**src/rtl/bram_arb_pkg.sv**
```systemverilog
// Shared types, widths and the round-robin pick helper
// for the BRAM port arbiter.
package bram_arb_pkg;

    localparam int BRAM_DATA_W = 32;
    localparam int BRAM_WE_W   = 4;
    localparam int BRAM_ADDR_W = 32;
    localparam int MAX_REQ     = 8;
    localparam int IDX_W       = 3;

    typedef enum logic {
        ST_IDLE,
        ST_OWN
    } arb_state_t;

    // First set bit of req at or above ptr, wrapping modulo n.
    // Returns ptr when nothing is set; callers only use the
    // result when at least one bit is set.
    function automatic logic [IDX_W-1:0] rr_pick(
        input logic [MAX_REQ-1:0] req,
        input logic [IDX_W-1:0]   ptr,
        input int                 n
    );
        int j;
        rr_pick = ptr;
        // Walk downward so the closest candidate wins last.
        for (int k = MAX_REQ - 1; k >= 0; k--) begin
            if (k < n) begin
                j = (int'(ptr) + k) % n;
                if (req[j[IDX_W-1:0]]) begin
                    rr_pick = j[IDX_W-1:0];
                end
            end
        end
    endfunction

endpackage

```
**src/rtl/bram_port_arb_if.sv**
```systemverilog
// Requester-side and memory-side buses of the BRAM port arbiter.
// slave: arbiter view; master: requesters plus memory view.
interface bram_port_arb_if #(
    parameter int NUM_REQ = 4
);
    import bram_arb_pkg::*;

    logic [NUM_REQ-1:0]             req;
    logic [NUM_REQ*BRAM_ADDR_W-1:0] req_addr;
    logic [NUM_REQ*BRAM_DATA_W-1:0] req_wrdata;
    logic [NUM_REQ*BRAM_WE_W-1:0]   req_we;
    logic [NUM_REQ-1:0]             gnt;
    logic [NUM_REQ-1:0]             rd_valid;
    logic [BRAM_DATA_W-1:0]         rd_data;

    logic [BRAM_ADDR_W-1:0]         BRAM_ADDR;
    logic [BRAM_DATA_W-1:0]         BRAM_WRDATA;
    logic [BRAM_WE_W-1:0]           BRAM_WE;
    logic                           BRAM_CLK;
    logic [BRAM_DATA_W-1:0]         BRAM_RDDATA;
    logic                           BRAM_EN;
    logic                           BRAM_RST;

    modport slave (
        input  req, req_addr, req_wrdata, req_we, BRAM_RDDATA,
        output gnt, rd_valid, rd_data,
        output BRAM_ADDR, BRAM_WRDATA, BRAM_WE,
        output BRAM_CLK, BRAM_EN, BRAM_RST
    );

    modport master (
        output req, req_addr, req_wrdata, req_we, BRAM_RDDATA,
        input  gnt, rd_valid, rd_data,
        input  BRAM_ADDR, BRAM_WRDATA, BRAM_WE,
        input  BRAM_CLK, BRAM_EN, BRAM_RST
    );

endinterface

```
**src/rtl/bram_rd_tag_pipe.sv**
```systemverilog
// RD_LAT-deep {valid, id} shift register that turns an issued read
// into a one-hot rd_valid strobe RD_LAT cycles later.
module bram_rd_tag_pipe
    import bram_arb_pkg::*;
#(
    parameter int NUM_REQ = 4,
    parameter int RD_LAT  = 2
) (
    input  logic               aclk,
    input  logic               aresetn,
    input  logic               issue,
    input  logic [IDX_W-1:0]   id,
    output logic [NUM_REQ-1:0] rd_valid
);

    logic [RD_LAT-1:0] vld;
    logic [IDX_W-1:0]  tag [RD_LAT];

    always_ff @(posedge aclk or negedge aresetn) begin
        if (!aresetn) begin
            vld <= '0;
            for (int s = 0; s < RD_LAT; s++) begin
                tag[s] <= '0;
            end
        end else begin
            vld[0] <= issue;
            tag[0] <= id;
            for (int s = 1; s < RD_LAT; s++) begin
                vld[s] <= vld[s-1];
                tag[s] <= tag[s-1];
            end
        end
    end

    assign rd_valid = vld[RD_LAT-1]
                    ? (NUM_REQ'(1) << tag[RD_LAT-1])
                    : '0;

endmodule

```
**src/rtl/bram_port_arb.sv**
```systemverilog
// Round-robin arbiter sharing one BRAM port among NUM_REQ requesters.
// Ports: aclk, aresetn (async, active-low), bus (slave modport).
module bram_port_arb
    import bram_arb_pkg::*;
#(
    parameter int NUM_REQ         = 4,
    parameter int BRAM_ADDR_WIDTH = 15,
    parameter int RD_LAT          = 2,
    parameter int MAX_HOLD        = 64
) (
    input  logic           aclk,
    input  logic           aresetn,
    bram_port_arb_if.slave bus
);

    localparam int HOLD_W = (MAX_HOLD > 2) ? $clog2(MAX_HOLD) : 1;
    localparam logic [HOLD_W-1:0] HOLD_LAST =
        HOLD_W'((MAX_HOLD > 0) ? MAX_HOLD - 1 : 0);
    localparam logic [BRAM_ADDR_W-1:0] ADDR_MASK =
        BRAM_ADDR_W'((64'd1 << BRAM_ADDR_WIDTH) - 64'd1);
    localparam logic [IDX_W-1:0] LAST_IDX = IDX_W'(NUM_REQ - 1);

    arb_state_t             state, state_n;
    logic [IDX_W-1:0]       own, own_n;
    logic [IDX_W-1:0]       ptr, ptr_n;
    logic [HOLD_W-1:0]      hold, hold_n;
    logic [BRAM_ADDR_W-1:0] last_addr;
    logic [BRAM_DATA_W-1:0] last_wrdata;

    logic [NUM_REQ-1:0]     own_oh;
    logic [NUM_REQ-1:0]     others;
    logic [MAX_REQ-1:0]     req_ext;
    logic [MAX_REQ-1:0]     others_ext;
    logic                   own_req;
    logic                   hold_lim;
    logic                   access;
    logic                   rd_issue;
    logic [BRAM_ADDR_W-1:0] sel_addr;
    logic [BRAM_DATA_W-1:0] sel_wrdata;
    logic [BRAM_WE_W-1:0]   sel_we;

    function automatic logic [IDX_W-1:0] next_idx(
        input logic [IDX_W-1:0] i
    );
        return (i == LAST_IDX) ? '0 : i + 1'b1;
    endfunction

    // Owner's slice of the requester buses.
    always_comb begin
        sel_addr   = '0;
        sel_wrdata = '0;
        sel_we     = '0;
        for (int i = 0; i < NUM_REQ; i++) begin
            if (own == IDX_W'(i)) begin
                sel_addr   = bus.req_addr[i*BRAM_ADDR_W +: BRAM_ADDR_W];
                sel_wrdata = bus.req_wrdata[i*BRAM_DATA_W +: BRAM_DATA_W];
                sel_we     = bus.req_we[i*BRAM_WE_W +: BRAM_WE_W];
            end
        end
    end

    assign own_oh     = NUM_REQ'(1) << own;
    assign own_req    = |(bus.req & own_oh);
    assign others     = bus.req & ~own_oh;
    assign req_ext    = MAX_REQ'(bus.req);
    assign others_ext = MAX_REQ'(others);
    assign hold_lim   = (MAX_HOLD != 0) && (hold == HOLD_LAST);

    always_ff @(posedge aclk or negedge aresetn) begin
        if (!aresetn) begin
            state       <= ST_IDLE;
            own         <= '0;
            ptr         <= '0;
            hold        <= '0;
            last_addr   <= '0;
            last_wrdata <= '0;
        end else begin
            state <= state_n;
            own   <= own_n;
            ptr   <= ptr_n;
            hold  <= hold_n;
            if (access) begin
                last_addr   <= sel_addr & ADDR_MASK;
                last_wrdata <= sel_wrdata;
            end
        end
    end

    always_comb begin
        state_n = state;
        own_n   = own;
        ptr_n   = ptr;
        hold_n  = hold;
        unique case (state)
            ST_IDLE: begin
                if (|bus.req) begin
                    state_n = ST_OWN;
                    own_n   = rr_pick(req_ext, ptr, NUM_REQ);
                    hold_n  = '0;
                end
            end
            ST_OWN: begin
                // A voluntary drop and a hold-limit hit share one path.
                if (!own_req || (hold_lim && |others)) begin
                    ptr_n  = next_idx(own);
                    hold_n = '0;
                    if (|others) begin
                        own_n = rr_pick(others_ext, next_idx(own), NUM_REQ);
                    end else begin
                        state_n = ST_IDLE;
                    end
                end else if (!hold_lim) begin
                    // Saturates so a late waiter is served at once.
                    hold_n = hold + 1'b1;
                end
            end
        endcase
    end

    always_comb begin
        access          = (state == ST_OWN) && own_req;
        rd_issue        = access && (sel_we == '0);
        bus.gnt         = (state == ST_OWN) ? own_oh : '0;
        bus.BRAM_ADDR   = access ? (sel_addr & ADDR_MASK) : last_addr;
        bus.BRAM_WRDATA = access ? sel_wrdata : last_wrdata;
        bus.BRAM_WE     = access ? sel_we : '0;
    end

    assign bus.BRAM_CLK = aclk;
    assign bus.BRAM_EN  = 1'b1;
    assign bus.BRAM_RST = 1'b0;
    assign bus.rd_data  = bus.BRAM_RDDATA;

    bram_rd_tag_pipe #(
        .NUM_REQ (NUM_REQ),
        .RD_LAT  (RD_LAT)
    ) u_tag_pipe (
        .aclk     (aclk),
        .aresetn  (aresetn),
        .issue    (rd_issue),
        .id       (own),
        .rd_valid (bus.rd_valid)
    );

endmodule
```
**src/flat_wrapper.sv**
```systemverilog
// flat-port wrapper written by rule: the top's interface ports become plain ports
module bram_port_arb_flat import bram_arb_pkg::*;
#(
    parameter int NUM_REQ         = 4,
    parameter int BRAM_ADDR_WIDTH = 15,
    parameter int RD_LAT          = 2,
    parameter int MAX_HOLD        = 64
)
  (aclk, aresetn, bus_req, bus_req_addr, bus_req_wrdata, bus_req_we, bus_BRAM_RDDATA, bus_gnt, bus_rd_valid, bus_rd_data, bus_BRAM_ADDR, bus_BRAM_WRDATA, bus_BRAM_WE, bus_BRAM_CLK, bus_BRAM_EN, bus_BRAM_RST);
  bram_port_arb_if #(.NUM_REQ(NUM_REQ)) bus_i ();
  input  logic aclk;
  input  logic aresetn;
  input wire logic [$bits(bus_i.req)-1:0] bus_req;
  input wire logic [$bits(bus_i.req_addr)-1:0] bus_req_addr;
  input wire logic [$bits(bus_i.req_wrdata)-1:0] bus_req_wrdata;
  input wire logic [$bits(bus_i.req_we)-1:0] bus_req_we;
  input wire logic [$bits(bus_i.BRAM_RDDATA)-1:0] bus_BRAM_RDDATA;
  output wire logic [$bits(bus_i.gnt)-1:0] bus_gnt;
  output wire logic [$bits(bus_i.rd_valid)-1:0] bus_rd_valid;
  output wire logic [$bits(bus_i.rd_data)-1:0] bus_rd_data;
  output wire logic [$bits(bus_i.BRAM_ADDR)-1:0] bus_BRAM_ADDR;
  output wire logic [$bits(bus_i.BRAM_WRDATA)-1:0] bus_BRAM_WRDATA;
  output wire logic [$bits(bus_i.BRAM_WE)-1:0] bus_BRAM_WE;
  output wire logic [$bits(bus_i.BRAM_CLK)-1:0] bus_BRAM_CLK;
  output wire logic [$bits(bus_i.BRAM_EN)-1:0] bus_BRAM_EN;
  output wire logic [$bits(bus_i.BRAM_RST)-1:0] bus_BRAM_RST;
  assign bus_i.req = bus_req;
  assign bus_i.req_addr = bus_req_addr;
  assign bus_i.req_wrdata = bus_req_wrdata;
  assign bus_i.req_we = bus_req_we;
  assign bus_i.BRAM_RDDATA = bus_BRAM_RDDATA;
  assign bus_gnt = bus_i.gnt;
  assign bus_rd_valid = bus_i.rd_valid;
  assign bus_rd_data = bus_i.rd_data;
  assign bus_BRAM_ADDR = bus_i.BRAM_ADDR;
  assign bus_BRAM_WRDATA = bus_i.BRAM_WRDATA;
  assign bus_BRAM_WE = bus_i.BRAM_WE;
  assign bus_BRAM_CLK = bus_i.BRAM_CLK;
  assign bus_BRAM_EN = bus_i.BRAM_EN;
  assign bus_BRAM_RST = bus_i.BRAM_RST;
  bram_port_arb #(.NUM_REQ(NUM_REQ), .BRAM_ADDR_WIDTH(BRAM_ADDR_WIDTH), .RD_LAT(RD_LAT), .MAX_HOLD(MAX_HOLD)) u_core (.aclk(aclk), .aresetn(aresetn), .bus(bus_i));
endmodule
```
**config.mk**
```make
export PLATFORM = sky130hd
export DESIGN_NAME = bram_port_arb_flat
export DESIGN_NICKNAME = d
export VERILOG_FILES = /design/src/rtl/bram_arb_pkg.sv /design/src/rtl/bram_port_arb_if.sv /design/src/rtl/bram_rd_tag_pipe.sv /design/src/rtl/bram_port_arb.sv /design/src/flat_wrapper.sv
export SDC_FILE = /design/constraint.sdc
export NUM_CORES = 1
export LEC_CHECK = 0
export BUFFER_PORTS_ARGS = -buffer_cell sky130_fd_sc_hd__buf_2
export CORE_AREA = 2 2 161 163
export CTS_CLUSTER_DIAMETER = 150
export CTS_CLUSTER_SIZE = 12
export DETAILED_ROUTE_END_ITERATION = 10
export DIE_AREA = 0 0 163 165
export HOLD_SLACK_MARGIN = 0.03
export SLEW_MARGIN = 10
export SYNTH_ARGS = -nofsm -noshare
export SYNTH_HDL_FRONTEND = slang
export SYNTH_SLANG_ARGS = --single-unit
```
**constraint.sdc**
```tcl
create_clock -name aclk -period 2.94 [get_ports aclk]
set_input_delay 0.147 -clock aclk [delete_from_list [all_inputs] [get_ports aclk]]
set_output_delay 0.147 -clock aclk [all_outputs]
set_load 0.005 [all_outputs]
```
### Word-level counts from Yosys, hierarchy flattened

Cells that the tools add are included.

* output and inout bits: 111
* logic and storage cells: 118
* register bits after elaboration: 85
* input port bits: 310

* bitwise logic cells: 10
* multiplexer cells: 54
* $lt $le $gt $ge: 8
* reduce and logical (&&, ||, !) cells: 19
* $add $sub $neg: 8
* eq/ne operators: 8
* shift operators: 2

Operators by type and width (count)
* $mux 32: 6
* $mux 15: 4
* $mux 3: 12
* $mux 4: 7
* $lt 3x4->1 const B: 6
* $bmux 1 s3: 6
* $mux 6: 3
* $pmux 6 s2: 1
* $reduce_or 2->1: 6
* $reduce_or 4->1: 3
* $mux 1: 11
* $add 2x2->2 const B: 4
* $and 4x4->4: 2
* $lt 2x4->1 const B: 2
* $shl 1x3->4 const A: 2
* $add 6x1->6 const B: 1
* $and 1x1->1 const A: 6
* $eq 3x2->1 const B: 2
* $eq 6x6->1 const B: 1
* $pmux 3 s2: 1
* $add 2x1->2 const B: 2
* $bmux 1 s2: 2
* $logic_not 4->1: 1
* $ne 2x2->1 const B: 2
* 13 further kinds: 16

### Depth between registers and ports, before layout

* word-level depth: 14
* gate-level depth with buffers: 11

### By module

From an unflattened synthesis, not the netlist that was laid out.

* cells, all modules: 632
* area, all modules: 5218.8 µm²

By module, submodules not included
* bram_port_arb: times used 1, cells each 620, seq. area each 1901.8 µm², area an instance 4968.5 µm²
* bram_rd_tag_pipe: times used 1, cells each 12, seq. area each 200.2 µm², area an instance 250.2 µm²

==> results.txt <==
- The critical path goes through inv_4 > ha_2 > nor3b_4 > buf_4 > buf_12 > a221oi_1 > nor3_1 > a21oi_1 > o21ai_0 > buf_2.
* Most frequently used flop master after synthesis: dfrtp_1
- At the pin with the least slew margin, the transition time is 0.784 ns.
- Global-route wire length before repair: 29.5 mm
- Post-route cell area: 7540 sq um
* Post-Synthesis Cell Area: 5190 sq um
* Effective utilization at floorplan: 20.7%
* Vias in the first global route: 5407
- Pin count of the biggest net entering global routing: 58
- Flop and latch count out of synthesis: 84
- The run finished with clean final reports.
- Vias post-DR: 5669
- Summed over all cells, the static leakage comes to 3.70 nW.
- Clock-pin slew was measured on the worst setup and hold paths at 0.07 ns.
- The area growth from synthesis to layout is 45.2%.
- Synthesized area divided by synthesized cell count: 8.23 sq um
- STA classifies the critical path startpoint as a flip-flop.
* Number of distinct standard cells referenced by the synthesized netlist: 49
- Number of DRC markers after the initial detailed-route iteration: 263
- Number of pins with negative max-slew slack in the final report: 0
- Horizontal die dimension: 163 microns
* Final count of negative-setup-slack endpoints: 0
- GR Overflow Total: 0
- Overall die height: 165 microns
- The final layout contains routed wiring with a total length of 20.4 mm.
* Largest vdd supply drop: 0.399 mV
- RSZ-0062 raised after global routing: true
- Of the cells placed in the final design, the portion with a size suffix greater than 1 is 40.1%.
- Max-cap violations in this run came to 0.
- In this run the remaining antenna-violating nets after routing total 0.
* Commonest non-fill, non-tap cell in the layout: buf_2
- At the worst endpoint, the required time is 2.79 ns.
* Total core area: 25000 sq um
* Critical Path Sink Type: output port
- Fillers: 2704
* Worst R2R Path Depth: 11
- Post-detailed-placement cell area: 6810 sq um
* DRC violations left: 0
* Seq/Total Area, Yosys: 40.5%
- Hold wc startpoint: bus_req_wrdata[97]
- At the end of the flow the core is filled with cells to 30.1%.
- Total number of yosys warnings: 0
- Count of TritonRoute iterations in the first routing pass: 4
- For this run, asynchronously set or reset flops after synthesis account for 100%.
* Number of rows created at floorplan: 58
* Global-route usage over all layers: 14.6%
* Wirelength per Cell: 16.7 microns
- Worst Hold Path Cells: 3
- Routability-driven placement finished with a final weighted congestion of 0.814.
- STA puts the critical path data arrival time at 2.69 ns.
- Total Nets Final: 1205
- Placed wire-length estimate after detailed placement: 14.7 mm
- The die covers 26900 sq um.
* Post-synthesis net count: 946
* Critical path type: flip-flop to output port
* Endpoint, Worst Hold: u_core.last_wrdata[1]
- Max frequency: 353 MHz
- Hold timing on the final database bottoms out at a slack of 0.0225 ns.
- In this run the worst path has a maximum fanout of 15.
- Ports: 421
- Critical path buffer and inverter count: 4
* Per-cell via count in the routed design: 4.62
- Class of the tightest hold or removal check: input port to flip-flop
* Count of input and output buffers: 286
* Fin cells: 1226
* Final period utilization: 96.5%
- Worst-Skew Late Latency: 0.46 ns
- On the final layout, the worst clock skew is 0.00773 ns.
- Worst R2R Start: u_core.own[0]
- TritonCTS built the clock tree.
* Gate Count Post-Synth: 631
* Pwr dens: 1100 nW/um^2
- Worst-path cell with the longest stage delay: dfrtp_2
- Reg-to-reg setup timing slack: 0.19 ns
* Maximum single-stage delay on the critical path: 0.46 ns
- Max_slew headroom: 47.7%
- Yosys mapped a number of flops with a built-in enable equal to 0.
* Final-report hold violation count: 0
- The worst register-to-register path ends at u_core.u_tag_pipe.vld[0].
- Once placement completed, the tool counted placed cells totaling 1179.
- The initial antenna violation count was 2.
- Cell class contributing the biggest share of worst-path delay: compound AO/OA/AOI/OAI gates
- After routing, the total negative slack on setup checks comes to 0 ns.
* Final min period: 2.84 ns
- The top cell types in the final layout, fill and taps aside, are 285 x buf_2, 83 x dfrtp_1, 74 x nor2_1.
[per-layer routing]
layer	track usage, %	share of wire [%]	up-vias
met3	3.06	5.5	33
met4	5.99	2.3	0
met1	17.5	43	2652
met2	25.5	49	239
li1	-	-	2745
met5	0	0	-
[cell usage after synthesis, drive strengths merged (3+ instances only)]
| cell | instances | area [sq um] |
|---|---|---|
| a211oi | 4 | 30.0 |
| a21o | 3 | 22.5 |
| a21oi | 57 | 285 |
| a221oi | 51 | 447 |
| a22oi | 5 | 42.5 |
| and2 | 21 | 131 |
| and3 | 7 | 43.8 |
| buf | 54 | 389 |
| clkbuf | 36 | 135 |
| dfrtp | 84 | 2100 |
| ha | 5 | 62.6 |
| inv | 6 | 22.5 |
| mux2 | 4 | 45.0 |
| nand2 | 63 | 236 |
| nand2b | 4 | 25.0 |
| nand3 | 5 | 25.0 |
| nor2 | 75 | 284 |
| nor2b | 10 | 70.1 |
| nor3 | 51 | 255 |
| o211ai | 3 | 22.5 |
| o21ai | 52 | 260 |
| xor2 | 4 | 35.0 |
[flip-flops by register name (all words and copies together) (netlist names)]
name / count
u_core.u_tag_pipe.tag: 6
u_core.hold: 6
u_core.last_wrdata: 32
u_core.last_addr: 32
u_core.state: 1
u_core.ptr: 2
u_core.u_tag_pipe.vld: 2
u_core.own: 3
[worst register-to-register path, stage by stage (launching register included)]
cell and delay, ns:
dfrtp_2 0.46, inv_4 0.08, ha_2 0.22, nor3b_4 0.16
buf_4 0.17, buf_6 0.17, a221oi_1 0.32, nor3_2 0.11
a21oi_1 0.21, nand4_1 0.13, dlygate4sd3_1 0.57, nor2_1 0.09
[per-stage QoR]
step                power, mW  setup WS [ns]
floorplan                4.68          0.805
global placement         6.55          0.335
detailed placement       6.62          0.301
CTS                      8.34         0.0221
global route             9.09       -0.00831
finish                   8.33          0.103
[logic make-up (layout without fill, tap and decap cells)]
group	Yosys count	in the layout	synth area share, %
other cells	2	3	0.145
fa+ha+maj	5	5	1.20
mux	4	4	0.867
compound gates	193	193	24.2
simple gates	243	244	21.9
xor+xnor	4	4	0.674
buf+inv	96	359	10.5
flops	84	84	40.5
[cell type report]
class | instances | area (sq um) | area share, %
Multi-Input combinational cell | 452 | 2630 | 34.8
Sequential cell | 84 | 2100 | 27.9
Inverter | 6 | 25.0 | 0.332
Antenna cell | 1 | 2.50 | 0.0332
Clock buffer | 15 | 323 | 4.28
Tap cell | 330 | 413 | 5.48
Clock inverter | 5 | 83.8 | 1.11
Timing Repair Buffer | 333 | 1960 | 26.1
[power by group]
part           leakage [nW]  internal, mW  total, mW  switching (mW)
registers              1.09          1.54       1.70           0.156
logic                  2.42          2.14       5.14            3.00
clock network         0.193         0.954       1.49           0.536
[worst max-delay path by stage]
stage	to	cells past startpoint	from
after floorplan	bus_BRAM_ADDR[0]	11	u_core.own[0]
after global placement	bus_BRAM_ADDR[12]	10	u_core.own[0]
after detailed placement	bus_BRAM_ADDR[12]	10	u_core.own[0]
after CTS	bus_BRAM_ADDR[12]	10	u_core.own[0]
after global routing	bus_BRAM_WRDATA[8]	10	u_core.own[0]
final	bus_BRAM_WRDATA[25]	10	u_core.own[0]
[what timing repair did]
item	4_1_cts	5_1_grt
hold buffers	20	0
gates cloned	1	1
buffers inserted	2	3
pin swaps	0	3
gates resized for setup	11	8
setup endpoints to repair	37	28
endpoints found under the hold margin	73	0
Note: power is estimated with default switching activity, not from simulation.
